<file path="src/rtl/div_seq_pkg.sv">
// ============================================================================
// Module   : div_seq_pkg
// Brief    : Shared constants, state encoding and sign helper for div_seq.
// Revision : 1.0 - initial release
// ============================================================================
`default_nettype none

package div_seq_pkg;

  localparam int C_WIDTH = 32;
  localparam int C_ITERS = 32;
  localparam int C_CNT_W = $clog2(C_ITERS);

  typedef enum logic [2:0] {
    S_IDLE = 3'd0,
    S_PREP = 3'd1,
    S_CALC = 3'd2,
    S_FIX  = 3'd3,
    S_DONE = 3'd4
  } state_t;

  // Two's complement negation when neg is set; used both for |x| and the final fix-up.
  function automatic logic [C_WIDTH-1:0] neg_if(input logic neg, input logic [C_WIDTH-1:0] v);
    return neg ? (~v + 1'b1) : v;
  endfunction

endpackage

`default_nettype wire

</file>
<file path="src/rtl/div_step.sv">
// ============================================================================
// Module   : div_step
// Brief    : One restoring shift-compare-subtract iteration (combinational).
// Revision : 1.0 - initial release
// ============================================================================
`default_nettype none

module div_step
  import div_seq_pkg::*;
#(
  parameter int WIDTH = C_WIDTH
) (
  input  logic [WIDTH-1:0] i_rem,
  input  logic             i_dividend_bit,
  input  logic [WIDTH-1:0] i_divisor,
  output logic [WIDTH-1:0] o_rem,
  output logic             o_quo_bit
);

  logic             w_carry;
  logic [WIDTH-1:0] w_shift;
  logic             w_sub;

  // The bit shifted out of the top makes the shifted value exceed any divisor.
  assign w_carry   = i_rem[WIDTH-1];
  assign w_shift   = {i_rem[WIDTH-2:0], i_dividend_bit};
  assign w_sub     = w_carry || (w_shift >= i_divisor);
  assign o_rem     = w_sub ? (w_shift - i_divisor) : w_shift;
  assign o_quo_bit = w_sub;

endmodule

`default_nettype wire

</file>
<file path="src/rtl/div_seq.sv">
// ============================================================================
// Module   : div_seq
// Brief    : Sequential 32-bit signed/unsigned restoring divider with cancel.
// Revision : 1.0 - initial release
// ============================================================================
`default_nettype none

module div_seq
  import div_seq_pkg::*;
#(
  parameter int WIDTH = C_WIDTH
) (
  input  logic             clk,
  input  logic             rst,
  input  logic             start,
  input  logic             signed_op,
  input  logic [WIDTH-1:0] a,
  input  logic [WIDTH-1:0] b,
  input  logic             cancel,
  output logic             busy,
  output logic             done,
  output logic [WIDTH-1:0] quotient,
  output logic [WIDTH-1:0] remainder,
  output logic             div_zero
);

  state_t             r_state;
  logic [C_CNT_W-1:0] r_cnt;
  logic               r_signed;
  logic [WIDTH-1:0]   r_a;
  logic [WIDTH-1:0]   r_b;
  logic [WIDTH-1:0]   r_quo;
  logic [WIDTH-1:0]   r_rem;
  logic               r_qneg;
  logic               r_rneg;
  logic [WIDTH-1:0]   w_rem_next;
  logic               w_qbit;

  assign busy = (r_state != S_IDLE);

  div_step #(.WIDTH(WIDTH)) u_step (
    .i_rem          (r_rem),
    .i_dividend_bit (r_quo[WIDTH-1]),
    .i_divisor      (r_b),
    .o_rem          (w_rem_next),
    .o_quo_bit      (w_qbit)
  );

  always_ff @(posedge clk or posedge rst) begin
    if (rst) begin
      r_state   <= S_IDLE;
      r_cnt     <= '0;
      r_signed  <= 1'b0;
      r_a       <= '0;
      r_b       <= '0;
      r_quo     <= '0;
      r_rem     <= '0;
      r_qneg    <= 1'b0;
      r_rneg    <= 1'b0;
      done      <= 1'b0;
      quotient  <= '0;
      remainder <= '0;
      div_zero  <= 1'b0;
    end else if (cancel && (r_state != S_IDLE)) begin
      r_state <= S_IDLE;
      done    <= 1'b0;
    end else begin
      case (r_state)
        S_IDLE: begin
          if (start && !cancel) begin
            r_a      <= a;
            r_b      <= b;
            r_signed <= signed_op;
            r_state  <= S_PREP;
          end
        end
        S_PREP: begin
          if (r_b == '0) begin
            r_state <= S_DONE;
          end else begin
            // r_quo starts as |a| and shifts dividend bits out as quotient bits shift in.
            r_quo   <= neg_if(r_signed && r_a[WIDTH-1], r_a);
            r_b     <= neg_if(r_signed && r_b[WIDTH-1], r_b);
            r_rem   <= '0;
            r_cnt   <= '0;
            r_qneg  <= r_signed && (r_a[WIDTH-1] ^ r_b[WIDTH-1]);
            r_rneg  <= r_signed && r_a[WIDTH-1];
            r_state <= S_CALC;
          end
        end
        S_CALC: begin
          r_rem <= w_rem_next;
          r_quo <= {r_quo[WIDTH-2:0], w_qbit};
          r_cnt <= r_cnt + 1'b1;
          if (r_cnt == C_CNT_W'(C_ITERS - 1)) begin
            r_state <= S_FIX;
          end
        end
        S_FIX: begin
          quotient  <= neg_if(r_qneg, r_quo);
          remainder <= neg_if(r_rneg, r_rem);
          div_zero  <= 1'b0;
          done      <= 1'b1;
          r_state   <= S_DONE;
        end
        S_DONE: begin
          // Arriving from FIX the pulse is already up; a zero divisor registers its results here.
          if (done) begin
            done    <= 1'b0;
            r_state <= S_IDLE;
          end else begin
            quotient  <= '1;
            remainder <= r_a;
            div_zero  <= 1'b1;
            done      <= 1'b1;
          end
        end
        default: r_state <= S_IDLE;
      endcase
    end
  end

endmodule

`default_nettype wire

</file>
<file path="config.mk">
export PLATFORM = sky130hd
export DESIGN_NAME = div_seq
export DESIGN_NICKNAME = d
export VERILOG_FILES = /design/src/rtl/div_seq_pkg.sv /design/src/rtl/div_step.sv /design/src/rtl/div_seq.sv
export SDC_FILE = /design/constraint.sdc
export NUM_CORES = 1
export LEC_CHECK = 0
export CAP_MARGIN = 10
export CORE_ASPECT_RATIO = 0.7
export CORE_MARGIN = 2
export CORE_UTILIZATION = 59
export CTS_CLUSTER_DIAMETER = 60
export DETAILED_ROUTE_END_ITERATION = 8
export PLACE_DENSITY_LB_ADDON = 0.05
export SLEW_MARGIN = 15
export SYNTH_ARGS = -nofsm -noshare
export SYNTH_HDL_FRONTEND = slang
export SYNTH_SLANG_ARGS = --single-unit
</file>
<file path="constraint.sdc">
create_clock -name clk -period 17.3 [get_ports clk]
set_input_delay 3.46 -clock clk [delete_from_list [all_inputs] [get_ports clk]]
set_output_delay 3.46 -clock clk [all_outputs]
set_load 0.005 [all_outputs]
</file>
### After elaboration in Yosys (flattened, before gate mapping)

Index checks and enable logic that the tools add are counted.

| word-level totals | value |
|---|---|
| word-level logic and storage cells | 88 |
| bits of input ports | 69 |
| register bits | 205 |

| operators by class | value |
|---|---|
| $add $sub $neg | 6 |
| magnitude comparators | 1 |
| reductions and logical operators | 20 |
| equal/unequal tests | 12 |
| muxes and demuxes | 29 |
| bitwise gates (word level) | 7 |

Operator list:

| operator | count |
|---|---|
| 32-bit 2-to-1 mux | 11 |
| 32-bit one-hot mux with 2 select lines | 5 |
| 32-bit by 1-bit adder with 32-bit output, second input constant | 4 |
| 32-bit NOT | 4 |
| 32-bit >= comparator | 1 |
| 32-bit zero test | 1 |
| 32-bit subtractor | 1 |
| 3-bit 2-to-1 mux | 5 |
| 3-bit one-hot mux with 5 select lines | 1 |
| 3-bit AND reduction | 5 |
| 5-bit one-hot mux with 2 select lines | 1 |
| 3-bit inequality test, second input constant | 3 |
| 2-bit inequality test, second input constant | 4 |
| 3-bit by 2-bit equality test with 1-bit output, second input constant | 2 |
| 2-bit nonzero test | 3 |
| 3-bit nonzero test | 2 |
| 5-bit by 1-bit adder with 5-bit output, second input constant | 1 |
| 5-bit equality test, second input constant | 1 |
| 1-bit logical AND | 5 |
| 5-bit 2-to-1 mux | 1 |
| 5-bit AND reduction | 1 |
| 1-bit one-hot mux with 2 select lines | 2 |
| 3-bit by 1-bit equality test with 1-bit output, second input constant | 1 |
| 3-bit equality test, second input constant | 1 |
| other kinds (6) | 9 |

### Longest topological paths before layout

Gate-level depths: netlist (run 1).

| depth | value |
|---|---|
| depth after elaboration | 5 |
| depth in mapped cells | 14 |
| mapped depth without buffers | 12 |

### By module

Synthesis (run 1) repeated with hierarchy kept, for this count alone.

| second synthesis, totals | value |
|---|---|
| cells, all modules | 1,648 |
| area total of the unflattened synthesis | 13,601.8 um^2 |

Modules (own cells, without submodules):

| module | cells an instance | instances | area each (um^2) |
|---|---|---|---|
| div_seq | 1,272 | 1 | 11,190.7 |
| div_step | 376 | 1 | 2,411.1 |

### Worst setup path before layout (run 1)

Ideal clock, no wire load.

| timing | value |
|---|---|
| path type | input -> register |
| from | input cancel |
| to | register r_a[10] |
| slack | 12,346 ps |
| required time | 17,175 ps |
| arrival time | 4,829 ps |
| cell stages on the path | 4 |
| path buffers | 2 |
| path through | clkbuf_1 > nor2_1 > clkbuf_1 > mux2_2 |

| on the way | value |
|---|---|
| word-level cells in the longest chain between the ends | 3 |

Ends and longest elaborated chain:

| what | line | source |
|---|---|---|
| start, declared | div_seq.sv:19 | `input logic cancel,` |
| 1-bit zero test / 1-bit logical AND (equally long branches) | div_seq.sv:70, div_seq.sv:64 |  |
| 1-bit logical AND / 1-bit NOT (equally long branches) | -- |  |
| 3-bit AND reduction (no source line) (*) | -- |  |
| end signal, assigned | div_seq.sv:54 | `r_a <= '0;` |
| end signal, assigned | div_seq.sv:71 | `r_a <= a;` |
| end, declared | div_seq.sv:30 | `logic [WIDTH-1:0] r_a;` |

Every way passes the cells marked *; elsewhere a longest branch is shown, timed or not.
A chain may end at the register's enable or synchronous reset.

### Worst setup path after layout (run 1)

| timing | value |
|---|---|
| from | input cancel |
| to | register r_cnt[3] |

| on the way | value |
|---|---|
| word-level cells in the longest chain between the ends | 3 |

Ends and longest elaborated chain:

| what | line | source |
|---|---|---|
| 1-bit logical AND | div_seq.sv:64 | `end else if (cancel && (r_state != S_IDLE)) begin` |
| 1-bit NOT (no source line) | -- |  |
| 3-bit AND reduction (no source line) | -- |  |
| end signal, assigned | div_seq.sv:94 | `r_cnt <= r_cnt + 1'b1;` |
| end, declared | div_seq.sv:28 | `logic [C_CNT_W-1:0] r_cnt;` |

Every way passes these cells.

==> flow_metrics.py, run 1 <==
metrics = {
    "yosys": {
        "ys_ff_latch": 205,
        "yosysUniqueCellTypes": 68,
        "syn_nets": 1633,
        "synth_edf_count": 0,
        "yosys_warnings": 0,
        "syn_avg_cell_area_um2": 8.39,
        "synth_area_um2": 12800,
        "async_flop_share_pct": 100,
        "synthFlopType": "dfrtp_1",
        "ys_seq_area_share_pct": 40.1,
        "syn-instance-count": 1525,
    },
    "power": {
        "peakVddDrop_uv": 89.1,
        "cellLeakagePower_nw": 6.43,
        "fin_total_pwr_w": 0.00204,
        "p_per_area_nw_per_um2": 136,
    },
    "critical_path": {
        "crit_path_max_fanout": 79,
        "cp.required_ns": 17.66,
        "worstPathArrival_ns": 6.38,
        "worstReg2RegStart": "r_b[1]$_DFFE_PP0P_",
        "setup.worst_path.start": "cancel",
        "critPathCaptureType": "flop",
        "critPathKind": "input port to flop",
        "startpoint_type": "input port",
        "worstRegToRegCells": 12,
    },
    "grt": {
        "grt_max_degree": 125,
        "antenna_found_initial": 0,
        "grt_pass1_vias": 10800,
        "grt_overflow": 0,
        "grt_pass1_wl_um": 57200,
        "grt_usage_pct": 30.5,
    },
    "sta": {
        "max_freq_ghz": 0.166,
        "hold_viol": 0,
        "tightest_slew_ns": 1.04,
        "setup_tns_ns": 0,
        "fin_crit_ns": 6.03,
        "maxSlewViolCount": 0,
        "finalClockSkew_ns": 0.00911,
        "finalSetupViolations": 0,
        "min_period_over_period_pct": 34.8,
        "rsz0062_at_grt": "false",
        "maxSlewHeadroom_pct": 31.0,
    },
    "drt": {
        "ant_nets": 0,
        "routed_via_density": 6.11,
        "first_iter_violations": 1114,
        "wl_um": 34500,
        "drt-wirelength-per-cell_um": 18.1,
        "drtPass1Iterations": 5,
        "vias": 11700,
        "drc": 0,
    },
    "floorplanning": {
        "die_h_um": 127,
        "die_w_um": 180,
        "io_pins": 136,
        "die_area_um2": 22900,
        "std_cell_rows": 45,
        "core_area_um2": 21500,
        "initial_core_util_pct": 59.5,
    },
    "clock_network": {
        "cts_tree": "built",
        "cts_resized": 0,
        "cts_buffers": 21,
        "clk_pin_slew_ns": 0.06,
        "htree_levels": 1,
        "cts_hold_buf": 0,
        "post_cts_buffers": 0,
        "clock_tree.buffer_depth": 3,
        "clock_sinks": 205,
        "clockRootBuffer": "clkbuf_16",
        "clkLatencyLatePin_ns": 0.50,
    },
    "cells_and_area": {
        "nets": 1722,
        "area_growth_pct": 17.2,
        "final_cells": 1909,
        "final_common_cell": "dfrtp_1",
        "final_cell_mix": "dfrtp_1, o21ai_0, a21oi_1",
        "num_antenna_cells": 0,
        "drive_gt1_share_pct": 6.64,
    },
    "placed_design": {
        "io_buffers": 135,
        "dp_hpwl_um": 25000,
        "gp_congestion": 0.925,
        "dp_cells": 1873,
    },
    "hold_path": {
        "hold_path.startpoint": "remainder[15]$_DFFE_PP0P_",
        "timing.hold.worst.class": "flop to flop",
        "hold_path_depth": 2,
    },
    "job": {
        "drv_cap": 0,
    },
    "run_status": {
        "status": "finished, final reports clean",
    },
}
-- layout make-up --
cell class | count | area, um^2
multi-input cells | 1182 | 7180
fillers | 1757 | 6500
flip-flops and latches | 205 | 5130
repair buffers | 150 | 1460
clock buffers | 25 | 561
well taps | 282 | 353
inverters | 54 | 210
clock inverters | 11 | 113
-- cells in the mapped netlist, types with 3 or more instances --
master	n	area, um^2
a22oi_1	18	135
mux2i_1	17	170
and3_1	9	56.3
clkbuf_1	66	248
a21boi_0	3	22.5
mux2_2	32	360
nor2_1	146	548
o31ai_1	24	180
ha_1	38	475
or3_1	16	100
nor3_1	30	150
or2_2	5	31.3
xnor2_1	33	289
o21bai_1	3	22.5
a21oi_1	174	871
o22ai_1	18	113
and2_1	3	18.8
buf_1	6	22.5
o21ai_0	177	886
nand4_1	6	37.5
a21o_1	17	128
a31oi_1	27	169
nand2_1	170	638
dfrtp_1	205	5130
inv_1	54	203
o41ai_1	11	96.3
nand3_1	24	120
nor4_1	13	81.3
buf_2	12	60.1
a211oi_1	5	37.5
a221o_1	3	30.0
o21a_1	5	37.5
nor2b_1	11	68.8
o211ai_1	5	37.5
nand2b_1	16	100
or4_1	7	52.6
xor2_1	78	683
-- path summary, 6_finish.rpt --
path                                             end  slack (ns)
min in group asynchronous        r_b[28]$_DFFE_PP0P_        3.52
min reg2reg                remainder[15]$_DFFE_PP0P_        0.49
max reg2reg                     r_cnt[3]$_DFFE_PP0P_       13.09
max                             r_cnt[3]$_DFFE_PP0P_       11.27
max in group asynchronous    quotient[0]$_DFFE_PP0P_       12.15
min                        remainder[15]$_DFFE_PP0P_        0.49
-- stage by stage --
step                      area (um^2)  hold WS [ns]  worst slack [ns]  utilization, %
final                           15000         0.486             11.27            69.8
after CTS                       15000         0.496             11.32            69.8
after detailed placement        14300         0.473             10.81            66.7
after global routing            15000         0.515             10.94            69.8
after global placement          14300         0.464             10.84            66.7
after floorplan                 12800         0.465              8.24               -
-- worst max-delay path: stages --
cell and delay, ns:
clkdlybuf4s50_1 0.79, nand2b_1 0.59, and2_2 0.50, buf_4 0.68, nor3_1 0.13, a21oi_1 0.14
o21ai_0 0.08
-- kinds of logic (layout without fill, tap and decap cells) --
logic type	Yosys count	after routing	synth area share (%)
buffers and inverters	138	240	4.16
and+or+nand+nor	472	472	17.0
AOI/OAI and AO/OA	511	511	23.2
adders and majority gates	39	39	3.87
xor gates and xnor gates	111	111	7.59
DFF	205	205	40.1
muxes	49	49	4.14
-- flip-flops by register name (all words and copies together) (netlist names), 3 cells and up --
signal,cells
r_cnt,5
remainder,32
r_b,32
quotient,32
r_rem,32
r_a,32
r_quo,32
r_state,3
-- report_power, final --
group / switching, W / internal (W) / total (W)
clock network: 0.000195 / 0.000261 / 0.000457
registers: 0.000187 / 0.000629 / 0.000816
logic: 0.000394 / 0.000375 / 0.000769
-- layer usage --
layer	track usage (%)	share of wire (%)	up-vias
li1	-	-	5600
met1	47.6	48	5573
met2	45.1	42	451
met3	5.42	8.6	42
met4	5.08	1.5	0
met5	0	0	-
Note: power is estimated with default switching activity, not from simulation.
==> run 2, diff against run 1 <==
--- a/config.mk
+++ b/config.mk
@@ -8,7 +8,7 @@
 export CAP_MARGIN = 10
 export CORE_ASPECT_RATIO = 0.7
 export CORE_MARGIN = 2
-export CORE_UTILIZATION = 59
+export CORE_UTILIZATION = 52
 export CTS_CLUSTER_DIAMETER = 60
 export DETAILED_ROUTE_END_ITERATION = 8
 export PLACE_DENSITY_LB_ADDON = 0.05
==> constraint.sdc (replaced) <==
create_clock -name clk -period 4.9 [get_ports clk]
set_input_delay 0.98 -clock clk [delete_from_list [all_inputs] [get_ports clk]]
set_output_delay 0.98 -clock clk [all_outputs]
set_load 0.005 [all_outputs]
==> flow_metrics.py, run 2 (synthesis gave the netlist of run 1 again) <==
metrics = {
    "clock_network": {
        "htree_levels": 1,
        "cts_tree": "built",
        "clock_sinks": 205,
        "cts_resized": 0,
        "cts_buffers": 23,
        "cts_hold_buf": 0,
        "clk_pin_slew_ns": 0.06,
        "clockRootBuffer": "clkbuf_16",
        "post_cts_buffers": 0,
        "clock_tree.buffer_depth": 3,
        "clkLatencyLatePin_ns": 0.51,
    },
    "critical_path": {
        "critPathKind": "flop to flop",
        "worstRegToRegCells": 11,
        "cp.required_ns": 5.31,
        "worstPathArrival_ns": 4.27,
        "worstReg2RegStart": "r_b[1]$_DFFE_PP0P_",
        "rrSetupSlack_ns": 1.05,
        "critPathCaptureType": "flop",
        "worst_r2r_endpoint": "r_rem[0]$_DFFE_PP0P_",
        "startpoint_type": "flop",
        "crit_path_max_fanout": 81,
    },
    "drt": {
        "drc": 0,
        "wl_um": 36600,
        "first_iter_violations": 881,
        "ant_nets": 0,
        "vias": 11600,
        "drt-wirelength-per-cell_um": 18.7,
        "routed_via_density": 5.94,
        "drtPass1Iterations": 5,
    },
    "sta": {
        "maxSlewHeadroom_pct": 21.2,
        "fin_crit_ns": 3.85,
        "min_period_over_period_pct": 78.6,
        "setup_tns_ns": 0,
        "timing.final.ws_setup_ns": 1.05,
        "finalClockSkew_ns": 0.0124,
        "rsz0062_at_grt": "false",
        "tightest_slew_ns": 1.18,
        "hold_ws_ns": 0.487,
        "max_freq_ghz": 0.260,
        "finalSetupViolations": 0,
        "maxSlewViolCount": 0,
        "hold_viol": 0,
    },
    "hold_path": {
        "min_to": "remainder[28]$_DFFE_PP0P_",
        "timing.hold.worst.class": "flop to flop",
        "hold_path_depth": 2,
        "hold_path.startpoint": "remainder[28]$_DFFE_PP0P_",
    },
    "grt": {
        "grt_overflow": 0,
        "grt_pass1_wl_um": 59400,
        "grt_usage_pct": 28.7,
        "grt_pass1_vias": 10900,
        "antenna_found_initial": 3,
        "grt_max_degree": 87,
    },
    "cells_and_area": {
        "final_cell_mix": "dfrtp_1, o21ai_0, a21oi_1",
        "final_cells": 1957,
        "final_area_um2": 15300,
        "drive_gt1_share_pct": 7.21,
        "final_common_cell": "dfrtp_1",
        "nets": 1729,
        "area_growth_pct": 19.3,
        "fillers": 2108,
    },
    "power": {
        "cellLeakagePower_nw": 6.52,
        "peakVddDrop_uv": 313,
        "p_per_area_nw_per_um2": 493,
    },
    "placed_design": {
        "place_ws_ns": 0.976,
        "gp_congestion": 0.929,
        "io_buffers": 135,
        "dp_cells": 1914,
        "placed_cell_area_um2": 14500,
        "dp_hpwl_um": 26900,
    },
    "floorplanning": {
        "die_h_um": 135,
        "die_w_um": 192,
        "die_area_um2": 25900,
        "initial_core_util_pct": 53.5,
        "core_area_um2": 23900,
        "std_cell_rows": 47,
        "io_pins": 136,
    },
    "run_status": {
        "status": "finished, final reports clean",
    },
    "job": {
        "drv_cap": 0,
    },
}
[run 2: routing by layer]
layer	global-route usage, %	share of wire [%]	wire (um)	up-vias
met5	0	0.035	13	-
met4	4.83	1.3	468	2
met3	5.72	7.3	2660	34
met2	41.6	41	15200	371
met1	44.7	50	18300	5598
li1	-	-	-	5615
[run 2: worst max-delay path, stage by stage, from the launching register on]
cell and delay [ns]:
dfrtp_1 0.43, inv_1 0.10, ha_1 0.18, nor3b_1 0.31
and3_1 0.31, nand3_1 0.18, or4_1 0.58, o31ai_2 0.45
and2_2 0.48, buf_12 0.34, inv_1 0.13, o21ai_0 0.21
[run 2: layout make-up]
cell class / count / area [um^2] / area share (%)
sequential: 205 / 5130 / 33.6
tap: 318 / 398 / 2.60
clock buffer: 31 / 656 / 4.29
antenna: 2 / 5.00 / 0.0328
multi-input combinational: 1182 / 7180 / 47.0
clock inverter: 10 / 160 / 1.05
timing repair buffer: 155 / 1540 / 10.1
inverter: 54 / 206 / 1.35
[run 2: worst max-delay path by stage]
stage	slack, ns	cells past startpoint	to	start
5_1_grt	0.74	12	r_cnt[3]$_DFFE_PP0P_	r_b[1]$_DFFE_PP0P_
2_1_floorplan	1.26	1	div_zero$_DFFE_PP0P_	rst
3_3_place_gp	1.02	9	quotient[31]$_DFFE_PP0P_	r_quo[2]$_DFFE_PP0P_
6_report	1.05	11	r_rem[0]$_DFFE_PP0P_	r_b[1]$_DFFE_PP0P_
4_1_cts	0.94	9	quotient[31]$_DFFE_PP0P_	r_quo[2]$_DFFE_PP0P_
3_5_place_dp	0.98	9	quotient[31]$_DFFE_PP0P_	r_quo[2]$_DFFE_PP0P_
[run 2: power by group]
part | switching [W] | internal, W | total [W]
registers | 0.000666 | 0.00222 | 0.00289
clock network | 0.000725 | 0.00115 | 0.00187
logic | 0.00143 | 0.00133 | 0.00277
total | 0.00283 | 0.00470 | 0.00753
[run 2: stage by stage]
stage	power [W]	utilization, %
CTS	0.00753	63.8
detailed placement	0.00563	60.4
floorplan	0.00443	-
global route	0.00804	63.8
global placement	0.00558	60.4
finish	0.00753	63.8
